<file path="src/rtl/fetch_ctrl_pkg.sv">
// Shared RV32I types for the fetch stage: PC mux select encoding,
// fetch sequencer state and the reset value of the instruction hold buffer.
package pcmux;
   typedef enum logic [1:0] {
      pc_plus4 = 2'b00,
      alu_out  = 2'b01,
      alu_mod2 = 2'b10
   } pcmux_sel_t;
endpackage

package rv32i_types;
   localparam logic [31:0] NOP_INSTR = 32'h0000_0013;  // addi x0, x0, 0

   typedef enum logic [1:0] {
      IDLE   = 2'b00,
      BUSY   = 2'b01,
      HOLD   = 2'b10,
      SQUASH = 2'b11
   } fetch_state_t;
endpackage

</file>
<file path="src/rtl/fetch_ctrl.sv">
// Instruction-fetch sequencer: issues imem reads, drives PC load/mux select,
// buffers an instruction across decode stalls and squashes fetches on redirect.
module fetch_ctrl #(
   parameter logic [31:0] NOP_INSTR = 32'h0000_0013
) (
   input  logic               clk,
   input  logic               rst,
   input  logic [31:0]        pc_i,
   input  logic [31:0]        imem_rdata_i,
   input  logic               imem_resp_i,
   input  logic               stall_i,
   input  logic               redirect_i,
   input  pcmux::pcmux_sel_t  redirect_sel_i,
   output logic               imem_read_o,
   output logic [31:0]        imem_addr_o,
   output logic               load_pc_o,
   output pcmux::pcmux_sel_t  pcmux_sel_o,
   output logic               instr_valid_o,
   output logic [31:0]        instr_o,
   output logic [31:0]        instr_pc_o
);
   import pcmux::*;
   import rv32i_types::*;

   fetch_state_t state, state_nxt;
   logic [31:0]  addr_q, addr_nxt;
   logic [31:0]  instr_q, instr_nxt;
   logic         accept;

   always_ff @(posedge clk or negedge rst) begin
      if (!rst) begin
         state   <= IDLE;
         addr_q  <= 32'h0;
         instr_q <= NOP_INSTR;
      end else begin
         state   <= state_nxt;
         addr_q  <= addr_nxt;
         instr_q <= instr_nxt;
      end
   end

   // Redirect masks validity, so a redirect cycle never hands IF/ID an instruction.
   always_comb begin
      imem_read_o   = (state == BUSY) || (state == SQUASH);
      imem_addr_o   = addr_q;
      instr_pc_o    = addr_q;
      instr_o       = (state == HOLD) ? instr_q : imem_rdata_i;
      instr_valid_o = !redirect_i &&
                      (((state == BUSY) && imem_resp_i) || (state == HOLD));
      accept        = instr_valid_o && !stall_i;
      load_pc_o     = redirect_i || accept;
      pcmux_sel_o   = redirect_i ? redirect_sel_i : pc_plus4;
   end

   always_comb begin
      state_nxt = state;
      addr_nxt  = addr_q;
      instr_nxt = instr_q;
      unique case (state)
         IDLE: begin
            if (!redirect_i) begin
               addr_nxt  = pc_i;
               state_nxt = BUSY;
            end
         end
         BUSY: begin
            if (redirect_i) begin
               // Without the response the read must still complete and be discarded.
               state_nxt = imem_resp_i ? IDLE : SQUASH;
            end else if (imem_resp_i) begin
               if (stall_i) begin
                  instr_nxt = imem_rdata_i;
                  state_nxt = HOLD;
               end else begin
                  addr_nxt  = pc_i + 32'd4;
               end
            end
         end
         HOLD: begin
            if (redirect_i) begin
               state_nxt = IDLE;
            end else if (!stall_i) begin
               addr_nxt  = pc_i + 32'd4;
               state_nxt = BUSY;
            end
         end
         SQUASH: begin
            if (imem_resp_i) state_nxt = IDLE;
         end
         default: state_nxt = IDLE;
      endcase
   end
endmodule

</file>
<file path="config.mk">
export PLATFORM = sky130hd
export DESIGN_NAME = fetch_ctrl
export DESIGN_NICKNAME = d
export VERILOG_FILES = /design/src/rtl/fetch_ctrl_pkg.sv /design/src/rtl/fetch_ctrl.sv
export SDC_FILE = /design/constraint.sdc
export NUM_CORES = 1
export LEC_CHECK = 0
export ABC_AREA = 1
export CORE_UTILIZATION = 43
export CTS_CLUSTER_SIZE = 28
export DETAILED_ROUTE_END_ITERATION = 6
export PLACE_DENSITY_LB_ADDON = 0.15
export SYNTH_ARGS = -nofsm -noshare
export SYNTH_HDL_FRONTEND = slang
export SYNTH_SLANG_ARGS = --single-unit
export TNS_END_PERCENT = 20
</file>
<file path="constraint.sdc">
create_clock -name clk -period 2.1 [get_ports clk]
set_clock_uncertainty 0.15 [all_clocks]
set_input_delay 0.315 -clock clk [delete_from_list [all_inputs] [get_ports clk]]
set_output_delay 0.315 -clock clk [all_outputs]
set_load 0.005 [all_outputs]
</file>
* After elaboration in Yosys (flattened, before gate mapping) *
Cells that the tools add are included.

storage, ports and cells
  register bits after elaboration = 66
  input port bits = 71
  output and inout port bits = 101
  word-level logic and storage cells = 46

cells by class
  add/subtract/negate cells = 1
  eq/ne operators = 11
  mux-type cells = 17
  bitwise logic cells = 1
  reduce and logical (&&, ||, !) cells = 13

operators with widths
  kind                                           count
  two-way mux 32 bit                             6
  one-hot mux 32 bit (3 select lines)            1
  adder 32 x 3 -> 32 bit, second input constant  1
  two-way mux 2 bit                              9
  != test 2 bit, second input constant           5
  AND reduction 5 bit                            2
  != test 3 bit, second input constant           3
  one-hot mux 2 bit (4 select lines)             1
  == test 2 bit, second input constant           2
  AND reduction 4 bit                            1
  logical AND 1 bit                              3
  logical OR 1 bit                               3
  nonzero test 3 bit                             1
  == test 2 x 1 -> 1 bit, second input constant  1
  logical NOT 1 bit                              2
  logical NOT 2 bit                              1
  inverter 1 bit                                 1

* Longest topological paths before layout *
Gate-level depths: netlist of run 1.

  depth after elaboration = 6
  mapped depth = 11
  depth with buffers taken out = 11

* Worst setup path after synthesis of run 1 *
OpenSTA, ideal clock, no wires.

  kind = flip-flop to flip-flop
  from = register state[0]
  to = register addr_q[27] (netlist: imem_addr_o[27])
  setup time = 0.117 ns
  data arrival time = 1.642 ns
  data required time = 1.833 ns
  setup slack = 0.190 ns
  cell stages (with the launch flop) = 11
  buffers on the path = 2
  clock period less this slack = 1.910 ns
  path through = dfrtp_1 > inv_1 > ha_1 > nand2_1 > o21ai_1 > nor3_4 > inv_2 > buf_6 > buf_6 > nand2_1 > nand2_1

on the way
  longest elaborated chain between the ends = 3
  elaborated cells on any way between the ends = 10
  classes of those cells = eq/ne: 6; mux: 1; reduce/logical: 3

ends and longest elaborated chain
  element                                                        RTL line          text
  start, declared                                                fetch_ctrl.sv:25  fetch_state_t state, state_nxt;
  start signal, assigned                                         fetch_ctrl.sv:36  state <= state_nxt;
  == test 2 bit (tied with other cells)                          fetch_ctrl.sv:59  unique case (state)
  != test 2 bit (no line) or nonzero test 3 bit (tied branches)  --
  AND reduction 5 bit (no line)                                  --
  end signal, assigned                                           fetch_ctrl.sv:37  addr_q <= addr_nxt;
  end, declared                                                  fetch_ctrl.sv:26  logic [31:0] addr_q, addr_nxt;

Parallel ways exist; a longest one is shown, timed or not.
A chain may end at the register's enable or synchronous reset.

* Worst setup path in the final report of run 1 *
  from = register state[0]
  to = output imem_read_o

on the way
  longest elaborated chain between the ends = 2
  elaborated cells on any way between the ends = 3
  classes of those cells = eq/ne: 2; reduce/logical: 1

ends and longest elaborated chain
  element                                                  RTL line          text
  == test 2 x 1 -> 1 bit or == test 2 bit (tied branches)  fetch_ctrl.sv:44  imem_read_o = (state == BUSY) || (state == SQUASH);
  logical OR 1 bit (*)                                     fetch_ctrl.sv:44
  end, declared                                            fetch_ctrl.sv:14  output logic imem_read_o,

Mark *: on every way between the ends. The rest lies on a longest branch, timed or not.

==> results of run 1 <==
-- worst max-delay path, delay by kind of cell (launching register included) --
| family | cells | cell delay, ns |
|---|---|---|
| adders and majority gates | 1 | 0.17 |
| and+or+nand+nor | 1 | 0.07 |
| buffers and inverters | 3 | 0.69 |
| DFF | 1 | 0.40 |
-- cell type report --
cell class	count	area [um^2]
repair buffers	196	1850
clock inverters	6	65.1
well taps	111	139
fillers	821	3220
multi-input cells	398	1880
clock buffers	10	138
inverters	64	240
flip-flops and latches	66	1660
-- report_power, final --
part           switching [mW]  leakage [nW]  internal, mW
logic                    1.54          1.92          1.98
registers               0.437         0.811          1.94
clock network           0.517         0.103         0.583
-- routing by layer --
| layer | global-route usage | share of wire | vias to the layer above |
|---|---|---|---|
| li1 | - | - | 2096 |
| met1 | 0.289 | 0.43 | 1896 |
| met2 | 0.379 | 0.49 | 153 |
| met3 | 0.0355 | 0.062 | 21 |
| met4 | 0.101 | 0.021 | 0 |
| met5 | 0 | 0 | - |
-- logic make-up (layout without fill, tap and decap cells) --
kind of cell,after synthesis,after routing,share of synthesized area
xor+xnor,10,10,0.0216
simple gates,294,295,0.299
flops,66,66,0.409
compound gates,88,88,0.112
fa+ha+maj,5,5,0.0155
buf+inv,115,276,0.143
-- through the flow --
step | setup TNS, ns | total power, mW | instances | instance area (um^2) | util
detailed placement | -0.360 | 5.89 | 829 | 5760 | 0.626
finish | -0.0278 | 7.00 | 851 | 5970 | 0.649
global placement | -0.0181 | 5.79 | 829 | 5760 | 0.626
floorplan | 0 | 4.18 | 578 | 4050 | -
global route | -0.673 | 7.56 | 851 | 5970 | 0.649
CTS | -0.579 | 7.05 | 849 | 5990 | 0.651
-- Yosys cell counts (5+ instances only) --
cell type and count:
sky130_fd_sc_hd__dfrtp_1 63, sky130_fd_sc_hd__o21ai_0 77, sky130_fd_sc_hd__xor2_1 8, sky130_fd_sc_hd__nor2_1 39, sky130_fd_sc_hd__clkbuf_1 13, sky130_fd_sc_hd__nand2_1 204
sky130_fd_sc_hd__inv_1 62, sky130_fd_sc_hd__nand3_1 35, sky130_fd_sc_hd__ha_1 5, sky130_fd_sc_hd__buf_4 32
-- how the worst max path moves through the flow --
stage | end | slack [ns] | cells after the start
after floorplan | imem_addr_o[27] | 0.19 | 10
after global placement | imem_addr_o[18] | -0.009 | 9
after detailed placement | imem_addr_o[22] | -0.06 | 9
after CTS | instr_o[5] | -0.16 | 6
final | imem_read_o | -0.03 | 5
after global routing | imem_read_o | -0.11 | 5
-- registers in the layout, summed over array words and instances (netlist names) --
signal       cells
imem_addr_o     32
instr_q         32
state            2
-- repair_timing --
item / in CTS / in global routing
gates resized for setup: 128 / 26
gates cloned: 1 / 1
pin swaps: 4 / 4
hold buffers: 1 / 0
endpoints found under the setup margin: 35 / 48
buffers inserted: 2 / 1
endpoints found under the hold margin: 63 / 0
==> results.md, run 1 <==
* Worst slew slack as a fraction of its limit at 0.761
* CTS root buffer: sky130_fd_sc_hd__clkbuf_8
* Number of nets with antenna violations after routing at 0
* Die extent in y at 99.0 um
* Final critical-path required period at 2.13 ns
* Global-route total usage across every layer at 0.226
* Initial core utilization at 0.440
* Standard-cell row count at 35
* Ordered cell list for the critical path: buf_4 > ha_4 > inv_1 > nand2_1 > clkdlybuf4s50_1
* Crit start category: register
* Grt ovf at 0
* Worst path required time at 1.63 ns
* Leading cell types by total area after synthesis: sky130_fd_sc_hd__dfrtp_1, sky130_fd_sc_hd__nand2_1, sky130_fd_sc_hd__o21ai_0
* Number of remaining DRC errors at 0
* Number of maximum-capacitance violations at 0
* Total of endpoints with negative setup slack in the final report at 1
* Number of standard cells after synthesis at 578
* Share of flip-flops with an asynchronous set or reset at 1.00
* Critical-path cell with the highest stage delay: sky130_fd_sc_hd__clkdlybuf4s50_1
* Global-route wire length before repair at 17900 um
* Overall routed net length at 10900 um
* Crit path DAT at 1.66 ns
* Layout Area Growth over Synthesis at 47.6%
* Area of the die at 0.00980 mm^2
* Post-detail-place hpwl at 7820 um
* WHS Path Cells at 2
* Final hold slack at 0.336 ns
* Post-synth EDFFs at 0
* Average routed wire per standard cell at 12.8 um
* Clock-pin slew of the registers on the worst-case setup and hold paths at 0.08 ns
* Maximum number of pins on one net before global-route repair at 67
* Buffers added on ports at 171
* TritonCTS clock tree: yes
* Hold path startpoint: instr_q[30]
* Worst setup slack after layout at -0.0278 ns
* Type of destination of the critical path: output port
* Primary flip-flop cell chosen by synthesis mapping: sky130_fd_sc_hd__dfrtp_1
* Outcome: finished, violations left
* Net Count, Synth at 654
* Final max-slew violation count at 0
* Placer Congestion at 0.887
* Leading cell type in the layout, fill and taps excluded: sky130_fd_sc_hd__nand2_1
* Setup slack on the worst flop-to-flop path at 0.08 ns
* Initial antenna violation count at 0
* Share of layout cells above drive strength 1 at 0.128
* Pre-antenna DRT Iters at 5
* Placement-stage worst setup slack at -0.0601 ns
* IR drop worst, VDD at 0.658 mV
* Post-layout net count at 811
* Insertion delay of the later-clocked pin in the worst-skew pair at 0.33 ns
* Type of the tightest min-delay check: register to register
* Vias after detailed routing at 4166
* Max frequency at 0.470 GHz
* Transition time of the tightest slew-check pin at 0.356 ns
* Unique masters post-synth at 29
* Number of warnings issued by yosys at 0
* Die span in x at 99.0 um
* Final clock period utilization by the worst path at 1.01
* Violations in the final reports: negative setup slack
* Commonest cells after routing, fill and taps aside: sky130_fd_sc_hd__nand2_1, sky130_fd_sc_hd__clkdlybuf4s50_1, sky130_fd_sc_hd__dfrtp_1
* Worst Hold Endpoint: instr_q[30]
* H-tree depth reported by CTS at 3
* Number of synthesized register bits at 66
* Slowest Stage Delay on Critical Path at 0.44 ns
* Clock sink count at 66
* Areal power density over the cells at 1170 mW/mm^2
* Detail-routed via count per cell at 4.90
* Post-Synthesis Cell Area at 0.00405 mm^2
* Worst R2R End: imem_addr_o[23]
* Critical path class: register to output port
* RSZ-0062 raised after global routing: yes
* CTS Buffer Depth at 2
* Depth of the most critical reg-to-reg path at 12
* Static Leak at 2.84 nW
* I/O pins at 172
* Area of the core region at 0.00920 mm^2
* Count of final hold-check violations at 0
* Maximum fanout along the worst path at 5
* Diodes inserted at 0
* Launching element of the worst setup path: state[0]
* Sequential-to-total area share from yosys stat at 0.409
* Synth top area share at 0.390
* Vias in the first global route at 4055
* Drt initial violations at 147
* Syn Area/Cell at 7.00 um^2
* Post-synthesis cell type with the largest combined area: sky130_fd_sc_hd__dfrtp_1
* Worst reg2reg path startpoint: state[1]
* Total CTS buffers at 9
Note: power is estimated with default switching activity, not from simulation.
==> run 2: changes to the inputs <==
--- a/config.mk
+++ b/config.mk
@@ -6,7 +6,8 @@
 export NUM_CORES = 1
 export LEC_CHECK = 0
 export ABC_AREA = 1
-export CORE_UTILIZATION = 43
+export CORE_UTILIZATION = 39
+export CTS_CLUSTER_DIAMETER = 200
 export CTS_CLUSTER_SIZE = 28
 export DETAILED_ROUTE_END_ITERATION = 6
 export PLACE_DENSITY_LB_ADDON = 0.15
==> constraint.sdc (replaced) <==
create_clock -name clk -period 1.8 [get_ports clk]
set_clock_uncertainty 0.15 [all_clocks]
set_input_delay 0.27 -clock clk [delete_from_list [all_inputs] [get_ports clk]]
set_output_delay 0.27 -clock clk [all_outputs]
set_load 0.005 [all_outputs]
==> run 2 against run 1 <==
The flow still finishes with violations (negative setup slack); core utilization increased by 5.1 points; global-route usage increased by 0.050 points; critical path type is now register to register; sequential power increased by 19%; largest cell class is now buffers; sequential share of layout area decreased by 3.9 points; setup slack got worse by 0.17 ns; total power increased by 37%; non-clock buffer count increased by 71; via count increased by 8.0%; worst hold slack got worse by 0.033 ns; flip-flop and latch count unchanged; cell count increased by 11%.
==> results.md, run 2 (synthesis gave the netlist of run 1 again) <==
* Crit start category: register
* Overall routed net length at 12800 um (+18%)
* Max frequency at 0.500 GHz
* TritonCTS clock tree: yes
* Total of endpoints with negative setup slack in the final report at 67 (+66)
* Static Leak at 3.31 nW (+17%)
* H-tree depth reported by CTS at 3 (unchanged)
* Die span in x at 104 um (+4.9%)
* Crit path DAT at 2.10 ns (+0.44 ns)
* IR drop worst, VDD at 0.798 mV (+21%)
* Critical path class: register to register
* Leading cell type in the layout, fill and taps excluded: sky130_fd_sc_hd__nand2_1
* Diodes inserted at 0 (unchanged)
* Area of the core region at 0.00991 mm^2 (+7.8%)
* Summed negative setup slack over all endpoints at -9.55 ns (-9.52 ns)
* Outcome: finished, violations left
* Pre-antenna DRT Iters at 4 (-1)
* Total power consumption of the routed design at 9.59 mW (+37%)
* I/O pins at 172 (unchanged)
* Maximum fanout along the worst path at 6 (+1)
* Worst path required time at 1.90 ns (+0.27 ns)
* Type of destination of the critical path: register
* Count of final hold-check violations at 0 (unchanged)
* Placer Congestion at 0.900 (+1.5%)
* Placement-stage worst setup slack at -0.349 ns (-0.289 ns)
* Die extent in y at 104 um (+4.9%)
* Average routed wire per standard cell at 13.6 um (+6.4%)
* Initial antenna violation count at 0 (unchanged)
* Post-detail-place hpwl at 8320 um (+6.4%)
* Vias after detailed routing at 4498 (+8.0%)
* Insertion delay of the later-clocked pin in the worst-skew pair at 0.35 ns (+0.02 ns)
* RSZ-0062 raised after global routing: yes
* Final max-slew violation count at 0 (unchanged)
* Number of remaining DRC errors at 0 (unchanged)
* Buffers added on ports at 171 (unchanged)
* Total CTS buffers at 9 (unchanged)
* Worst slew slack as a fraction of its limit at 0.750 (-0.0116)
* Vias in the first global route at 4213 (+3.9%)
* Maximum number of pins on one net before global-route repair at 67 (unchanged)
* Initial core utilization at 0.408 (-0.0317)
* Global-route wire length before repair at 19800 um (+11%)
* Standard-cell row count at 36 (+2.9%)
* CTS root buffer: sky130_fd_sc_hd__clkbuf_8
* Final clock period utilization by the worst path at 1.11
* Clock sink count at 66 (unchanged)
* Areal power density over the cells at 1380 mW/mm^2 (+18%)
* Commonest cells after routing, fill and taps aside: sky130_fd_sc_hd__nand2_1, sky130_fd_sc_hd__clkdlybuf4s50_1, sky130_fd_sc_hd__buf_4
* Area of the die at 0.0108 mm^2 (+10%)
* CTS Buffer Depth at 2 (unchanged)
* Drt initial violations at 174 (+18%)
* Worst setup slack after layout at -0.201 ns (-0.173 ns)
* Share of layout cells above drive strength 1 at 0.284 (+0.155)
* Detail-routed via count per cell at 4.76 (-2.7%)
* Global-route total usage across every layer at 0.227 (+0.000505)
* Transition time of the tightest slew-check pin at 0.376 ns (+0.0201 ns)
* Final critical-path required period at 2.00 ns
* Number of maximum-capacitance violations at 0 (unchanged)
* Layout Area Growth over Synthesis at 71.4%
* Type of the tightest min-delay check: input port to register
* Clock-pin slew of the registers on the worst-case setup and hold paths at 0.08 ns (about the same)
* Violations in the final reports: negative setup slack
* Grt ovf at 0 (unchanged)
* Number of nets with antenna violations after routing at 0 (unchanged)
* Post-layout net count at 882 (+8.8%)
## run 2: cell count changes in the layout (fill, tap and decap cells not counted), moves of 4 or more
cell                            before  now
sky130_fd_sc_hd__o21ai_0            45   37
sky130_fd_sc_hd__dlygate4sd2_1       8    1
sky130_fd_sc_hd__o21ai_1            28   16
sky130_fd_sc_hd__nand2_2             1   23
sky130_fd_sc_hd__nand2_1           204  179
sky130_fd_sc_hd__nand3_1            35   31
sky130_fd_sc_hd__buf_2              22   35
sky130_fd_sc_hd__clkbuf_16           0    7
sky130_fd_sc_hd__buf_4              17   70
sky130_fd_sc_hd__buf_12              4    8
sky130_fd_sc_hd__o21ai_2             6   26
## run 2: cell type report
class / count / area (um^2)
Clock buffer: 11 / 131
Inverter: 64 / 250
Multi-Input combinational cell: 398 / 2100
Fill cell: 802 / 2970
Timing Repair Buffer: 267 / 2570
Sequential cell: 66 / 1660
Tap cell: 133 / 166
Clock inverter: 5 / 55.1
## run 2: what timing repair did
item | in CTS | in global routing
endpoints found under the setup margin | 68 | 69
hold buffers | 1 | 0
resized for setup | 219 | 55
buffers inserted | 7 | 5
gates cloned | 4 | 7
pin swaps | 13 | 21
endpoints found under the hold margin | 63 | 0
## run 2: critical path, cell delays in order, from the launching register on
cell,delay [ns]
sky130_fd_sc_hd__dfrtp_2,0.42
sky130_fd_sc_hd__inv_4,0.06
sky130_fd_sc_hd__buf_6,0.12
sky130_fd_sc_hd__ha_4,0.32
sky130_fd_sc_hd__nand2_2,0.07
sky130_fd_sc_hd__o21ai_2,0.08
sky130_fd_sc_hd__nor3_4,0.07
sky130_fd_sc_hd__buf_4,0.15
sky130_fd_sc_hd__clkbuf_16,0.14
sky130_fd_sc_hd__or2_4,0.21
sky130_fd_sc_hd__o21a_1,0.10
## run 2: metal layers
layer,vias up,share of wire,routed length [um],track usage
li1,2243,-,-,-
met1,2088,0.43,5570,0.281
met2,147,0.49,6260,0.388
met3,20,0.055,701,0.0476
met4,0,0.022,285,0.0837
met5,-,0,0,0
## run 2: per-stage QoR
| stage | hold WS, ns | cell area, um^2 | utilization | cells |
|---|---|---|---|---|
| 5_1_grt | 0.305 | 6940 | 0.700 | 944 |
| 4_1_cts | 0.300 | 6560 | 0.662 | 932 |
| 2_1_floorplan | -0.176 | 4060 | - | 578 |
| 3_3_place_gp | 0.169 | 6210 | 0.627 | 904 |
| 6_report | 0.303 | 6940 | 0.700 | 944 |
| 3_5_place_dp | 0.169 | 6210 | 0.627 | 904 |
## run 2: report_power, final
part           internal [mW]  leakage, nW  switching (mW)
Clock                  0.636       0.0893           0.595
Sequential              2.26        0.811           0.542
Combinational           3.27         2.40            2.29
## run 2: worst paths after layout
check / start / end / slack (ns) / cells past startpoint
worst max-delay path: state[1] / imem_addr_o[11] / -0.20 / 10
worst min-delay path: pc_i[0] / imem_addr_o[0] / 0.30 / 3
worst max register to register: state[1] / imem_addr_o[11] / -0.20 / 10
worst min register to register: instr_q[30] / instr_q[30] / 0.34 / 2
max in group asynchronous: rst / instr_q[4] / 0.85 / 3
min in group asynchronous: rst / instr_q[27] / 0.32 / 3
==> RTL edit 1 (flow settings as in run 2) <==
Take the reset off `addr_q` and load it in a clocked block of its own.
--- a/src/rtl/fetch_ctrl.sv
+++ b/src/rtl/fetch_ctrl.sv
@@ -32,3 +32,2 @@
          state   <= IDLE;
-         addr_q  <= 32'h0;
          instr_q <= NOP_INSTR;
@@ -36,5 +35,8 @@
          state   <= state_nxt;
-         addr_q  <= addr_nxt;
          instr_q <= instr_nxt;
       end
+   end
+
+   always_ff @(posedge clk) begin
+      addr_q <= addr_nxt;
    end
Formal check against the unedited RTL: not equivalent (Yosys sat finds a counterexample within 4 cycles, from zero or initial values and one cycle with rst low).
==> RTL edit 1 against run 2 <==
  * The run still ends with negative setup slack left
  * Routed wire length shrank 10%
  * Design area down 1.4%
  * Worst setup slack got worse by 41 ps
  * Via count down 9.4%
  * Maximum frequency shrank 2.0%
  * Total power fell by 11%
  * Sequential cell count did not move
  * Non-clock buffer count up 12
  * Combinational power fell by 23%
  * Cell count down 6.6%
  * Die area down 1.4%
  * Synthesized area shrank 1.4%
  * Hold slack got worse by 110 ps
==> RTL edit 1: results (changes against run 2) <==
GR Overflow Total = 0 (unchanged)
Status = finished with violations (unchanged)
Max-Cap Viols = 0 (unchanged)
Fraction of registers with async set/reset = 0.5152 (was 1.000)
Post-DP HPWL = 7888 um (was 8322 um)
CTS Root Buffer Type = clkbuf_8 (unchanged)
GR Util met2 = 0.3764 (was 0.3876)
Yosys warns = 0 (unchanged)
Number of synthesized flops with an enable pin = 32 (was 0)
Met1 Use GR = 0.2183 (was 0.2813)
Worst stage delay on the critical path = 420 ps (about the same)
Top post-synthesis cells by area = edfxtp_1 24%, dfrtp_1 19%, nand2_1 13%, o21ai_0 8.3%, inv_1 6.7% (was dfrtp_1 39%, nand2_1 19%, o21ai_0 9.5%, buf_4 5.9%, inv_1 5.8%)
VDD IR max = 0.0006527 V (was 0.0007977 V)
Final GP Congestion = 0.8211 (was 0.9002)
Nets = 820 (was 882)
DR iter-0 viols = 66 (was 174)
Worst R2R Start = state[1] (unchanged)
Reg2Reg Depth = 9 (was 10)
Syn nets = 578 (was 654)
Final WS setup = -242.2 ps (was -201.2 ps)
Max H-tree Level = 3 (unchanged)
Crit-path max FO = 8 (was 6)
DR vias = 4074 (was 4498)
PortBufs = 171 (unchanged)
Tot GR Track Use = 0.1977 (was 0.2269)
WL final = 11510 um (was 12820 um)
Setup Slack @ Placement = -271.3 ps (was -349.1 ps)
P&R area growth vs syn = 71.37% (was 71.43%)
Vias in the first global route = 3758 (was 4213)
Register area share after synthesis = 0.4550 (was 0.4091)
Skew-Pair Late Insertion Delay = 330 ps (was 350 ps)
Reg2reg end = imem_addr_o[14] (was imem_addr_o[11])
Worst-Margin Slew = 427.9 ps (was 375.6 ps)
Layout cells sized above 1 = 0.3111 (was 0.2836)
Cell variety after synth = 32 (was 29)
Failing checks = negative setup slack (unchanged)
Final Max Slew Viols = 0 (unchanged)
Met3 usage = 0.04068 (was 0.04762)
Pin count of the biggest net entering global routing = 65 (was 67)
Leak = 3.156 nW (was 3.305 nW)
Hold Crit Class = input pin to asynchronous set/reset pin (was input pin to flip-flop)
Global-route wire length before repair = 16320 um (was 19800 um)
CP arrival = 1950 ps (was 2100 ps)
Crit-path slowest cell = dfrtp_1 (was dfrtp_2)
Final Setup Violations = 86 (was 67)
Worst Hold Slack = 198.4 ps (was 303.4 ps)
Clk buf depth = 2 (unchanged)
Top Family by Delay on Critical Path = buffers and inverters (unchanged)
Fillers = 758 (was 802)
DR pass1 iterations = 4 (unchanged)
Most instantiated cells after synthesis = 136 x nand2_1, 71 x inv_1, 66 x o21ai_0 (was 204 x nand2_1, 77 x o21ai_0, 63 x dfrtp_1)
Post-DP Area = 6299 um2 (was 6210 um2)
RTL edit 1: cell count changes after synthesis, moves of 9 or more:
cell | before | now
nand2_1 | 204 | 136
dfrtp_1 | 63 | 31
edfxtp_1 | 0 | 32
nand3_1 | 35 | 24
o21ai_0 | 77 | 66
nor2_1 | 39 | 29
inv_1 | 62 | 71
RTL edit 1: stage by stage:
stage	instances	TNS, ps
floorplan	502	-17220
global placement	848	-12370
detailed placement	848	-15570
CTS	868	-13400
global route	882	-19540
finish	882	-13910
RTL edit 1: cell type report:
type / count / area share
Multi-Input combinational cell: 315 / 0.2615
Clock buffer: 14 / 0.03147
Sequential cell: 66 / 0.2655
Timing Repair Buffer: 279 / 0.3746
Inverter: 73 / 0.04081
Tap cell: 133 / 0.02434
Clock inverter: 2 / 0.001830
RTL edit 1: how the worst max path moves through the flow:
| stage | from | end | slack (ps) | cells after the start |
|---|---|---|---|---|
| after floorplan | state[1] | imem_addr_o[0] | -540 | 6 |
| after global placement | pc_i[2] | imem_addr_o[26] | -230 | 9 |
| after detailed placement | pc_i[2] | imem_addr_o[18] | -270 | 8 |
| after CTS | state[0] | instr_o[31] | -210 | 5 |
| after global routing | state[1] | imem_addr_o[17] | -300 | 9 |
| final | state[1] | imem_addr_o[14] | -240 | 9 |
RTL edit 1: power by group:
part           switching, mW  leakage, nW  total, mW  internal (mW)
sequential             0.419        0.721       2.91           2.49
combinational           1.73         2.32       4.30           2.58
clock                  0.582        0.115       1.36          0.780
total                   2.73         3.16       8.57           5.85
RTL edit 1: worst reg2reg max path, cell delays in order (launching register included):
cell	delay (ps)
dfrtp_1	420
inv_2	60
buf_6	120
ha_4	260
buf_12	130
nand2_4	40
o21ai_2	60
nor3_4	180
buf_6	170
clkbuf_16	170
RTL edit 1: cell families after synthesis:
family,count (synthesis),share of synthesized area
DFF,66,0.4550
and+or+nand+nor,219,0.2462
xor gates and xnor gates,16,0.03700
buffers and inverters,121,0.1508
adders and majority gates,5,0.01568
AOI/OAI and AO/OA,75,0.09533
RTL edit 1: what timing repair did:
item / in CTS / in global routing
endpoints found under the setup margin: 89 / 94
buffers inserted: 2 / 8
gates cloned: 2 / 6
hold buffers: 0 / 0
gates resized for setup: 132 / 101
pin swaps: 5 / 17
RTL edit 1: metal layers:
metal / vias up / part of all wire
li1: 2053 / -
met1: 1875 / 0.39
met2: 134 / 0.54
met3: 12 / 0.063
met4: 0 / 0.012
met5: - / 0
==> RTL edit 2 (config.mk and constraints of run 2) <==
Made on the original files. Re-encode `fetch_state_t` (4 states) as one-hot, 4 bits wide.
--- a/src/rtl/fetch_ctrl_pkg.sv
+++ b/src/rtl/fetch_ctrl_pkg.sv
@@ -13,7 +13,7 @@
 
-   typedef enum logic [1:0] {
-      IDLE   = 2'b00,
-      BUSY   = 2'b01,
-      HOLD   = 2'b10,
-      SQUASH = 2'b11
+   typedef enum logic [3:0] {
+      IDLE   = 4'b0001,
+      BUSY   = 4'b0010,
+      HOLD   = 4'b0100,
+      SQUASH = 4'b1000
    } fetch_state_t;
Formal check against the unedited RTL: no difference found for any inputs over 4 cycles, from zero or initial values and one cycle with rst low; so few cycles prove little.
==> RTL edit 2 against run 2 <==
  * The run still ends with negative setup slack left
  * Synthesized area rose by 5.3%
  * Design area rose by 4.6%
  * Total power fell by 7.9%
  * Critical path depth fell by 2
  * Register-to-register slack got worse by 20 ps
  * Routed wire length rose by 9.8%
  * Cell count rose by 7.3%
  * Maximum frequency fell by 5.2%
  * Hold slack improved by 1.8 ps
  * Worst setup slack got worse by 110 ps
  * Sequential cell count rose by 2
  * Utilization fell by 0.66 points
  * Non-clock buffer count rose by 28
  * Synthesized cell count rose by 7.3%
  * Critical path type is now flip-flop to primary output
  * Largest cell class unchanged
  * Highest routed layer unchanged
==> RTL edit 2: results (changes against run 2) <==
Final Setup Violations = 100 (was 67)
Final GP Congestion = 0.9290 (was 0.9002)
Synth Area in XOR/XNOR = 0.01645 (was 0.02165)
Worst R2R Start = state[3] (was state[1])
Met1 wire length = 6031 um (was 5572 um)
Setup TNS Final = -17650 ps (was -9546 ps)
Placed cells = 971 (was 904)
DR vias = 4906 (was 4498)
Crit-path slowest cell = dfstp_2 (was dfrtp_2)
Reg-to-reg slack, setup = -220 ps (was -200 ps)
Leak = 3.604 nW (was 3.305 nW)
Final non-clock buffer share = 0.3788 (was 0.3710)
Post-Syn Instances = 620 (was 578)
Crit-path max FO = 5 (was 6)
Cell variety after synth = 31 (was 29)
Hold Crit Class = input pin to asynchronous set/reset pin (was input pin to flip-flop)
Wirelength per Cell = 13.89 um (was 13.58 um)
Tot GR Track Use = 0.2540 (was 0.2269)
Multi-input gates = 435 (was 398)
#FFs+latches synth = 68 (was 66)
Met2 WL = 7171 um (was 6256 um)
Post-route cell area = 7254 um2 (was 6937 um2)
Global-route wire length before repair = 22830 um (was 19800 um)
Fillers = 880 (was 802)
Layout cells sized above 1 = 0.2794 (was 0.2836)
GR Util met2 = 0.4610 (was 0.3876)
Post-DP HPWL = 9306 um (was 8322 um)
# clk buffers = 10 (was 11)
Status = finished with violations (unchanged)
Top post-synthesis cells by area = dfrtp_1 38%, nand2_1 17%, nor2_1 6.6%, buf_4 5.6%, inv_1 5.5% (was dfrtp_1 39%, nand2_1 19%, o21ai_0 9.5%, buf_4 5.9%, inv_1 5.8%)
Syn avg cell area = 6.872 um2 (was 7.001 um2)
Syn nets = 692 (was 654)
Met3 usage = 0.04353 (was 0.04762)
Sequential cell area share = 0.2353 (was 0.2388)
Flop pwr share = 0.319 (was 0.292)
Post-DP Area = 6591 um2 (was 6210 um2)
Compound-Gate Fraction of Synth Area = 0.1072 (was 0.1122)
Failing checks = negative setup slack (unchanged)
Crit. Startpoint = state[0] (was state[1])
Critical path endpoint = instr_o[6] (was imem_addr_o[11])
Reg2reg end = imem_addr_o[12] (was imem_addr_o[11])
Worst-Margin Slew = 377.9 ps (was 375.6 ps)
Final WS setup = -311.4 ps (was -201.2 ps)
Met1 Use GR = 0.3063 (was 0.2813)
[RTL edit 2: changes by cell type in the layout (fill, tap and decap cells not counted), moves of 11 or more]
cell and change:
nand2_1 +12, o21ai_1 -11, buf_4 +29, nand2_2 -21, o21ai_2 -25, nor2_1 +23
a21oi_2 +22
[RTL edit 2: timing repair]
action / 4_1_cts / 5_1_grt
setup endpoints to repair: 102 / 102
buffers inserted: 19 / 1
pin swaps: 4 / 5
endpoints found under the hold margin: 64 / 0
gates resized for setup: 213 / 20
cloned: 8 / 0
hold buffers: 1 / 0
[RTL edit 2: through the flow]
stage          hold slack [ps]  setup slack (ps)  total power, mW
6_report                 305.3            -311.4            8.840
5_1_grt                  332.7            -369.3            9.490
4_1_cts                  300.0            -280.8            8.823
3_5_place_dp             167.7            -403.3            6.902
3_3_place_gp             170.1            -380.5            6.784
2_1_floorplan           -175.6             47.95            4.851
[RTL edit 2: tightest hold or removal path, stage by stage]
cell and delay, ps:
dlygate4sd3_1 520, buf_2 120, buf_12 300
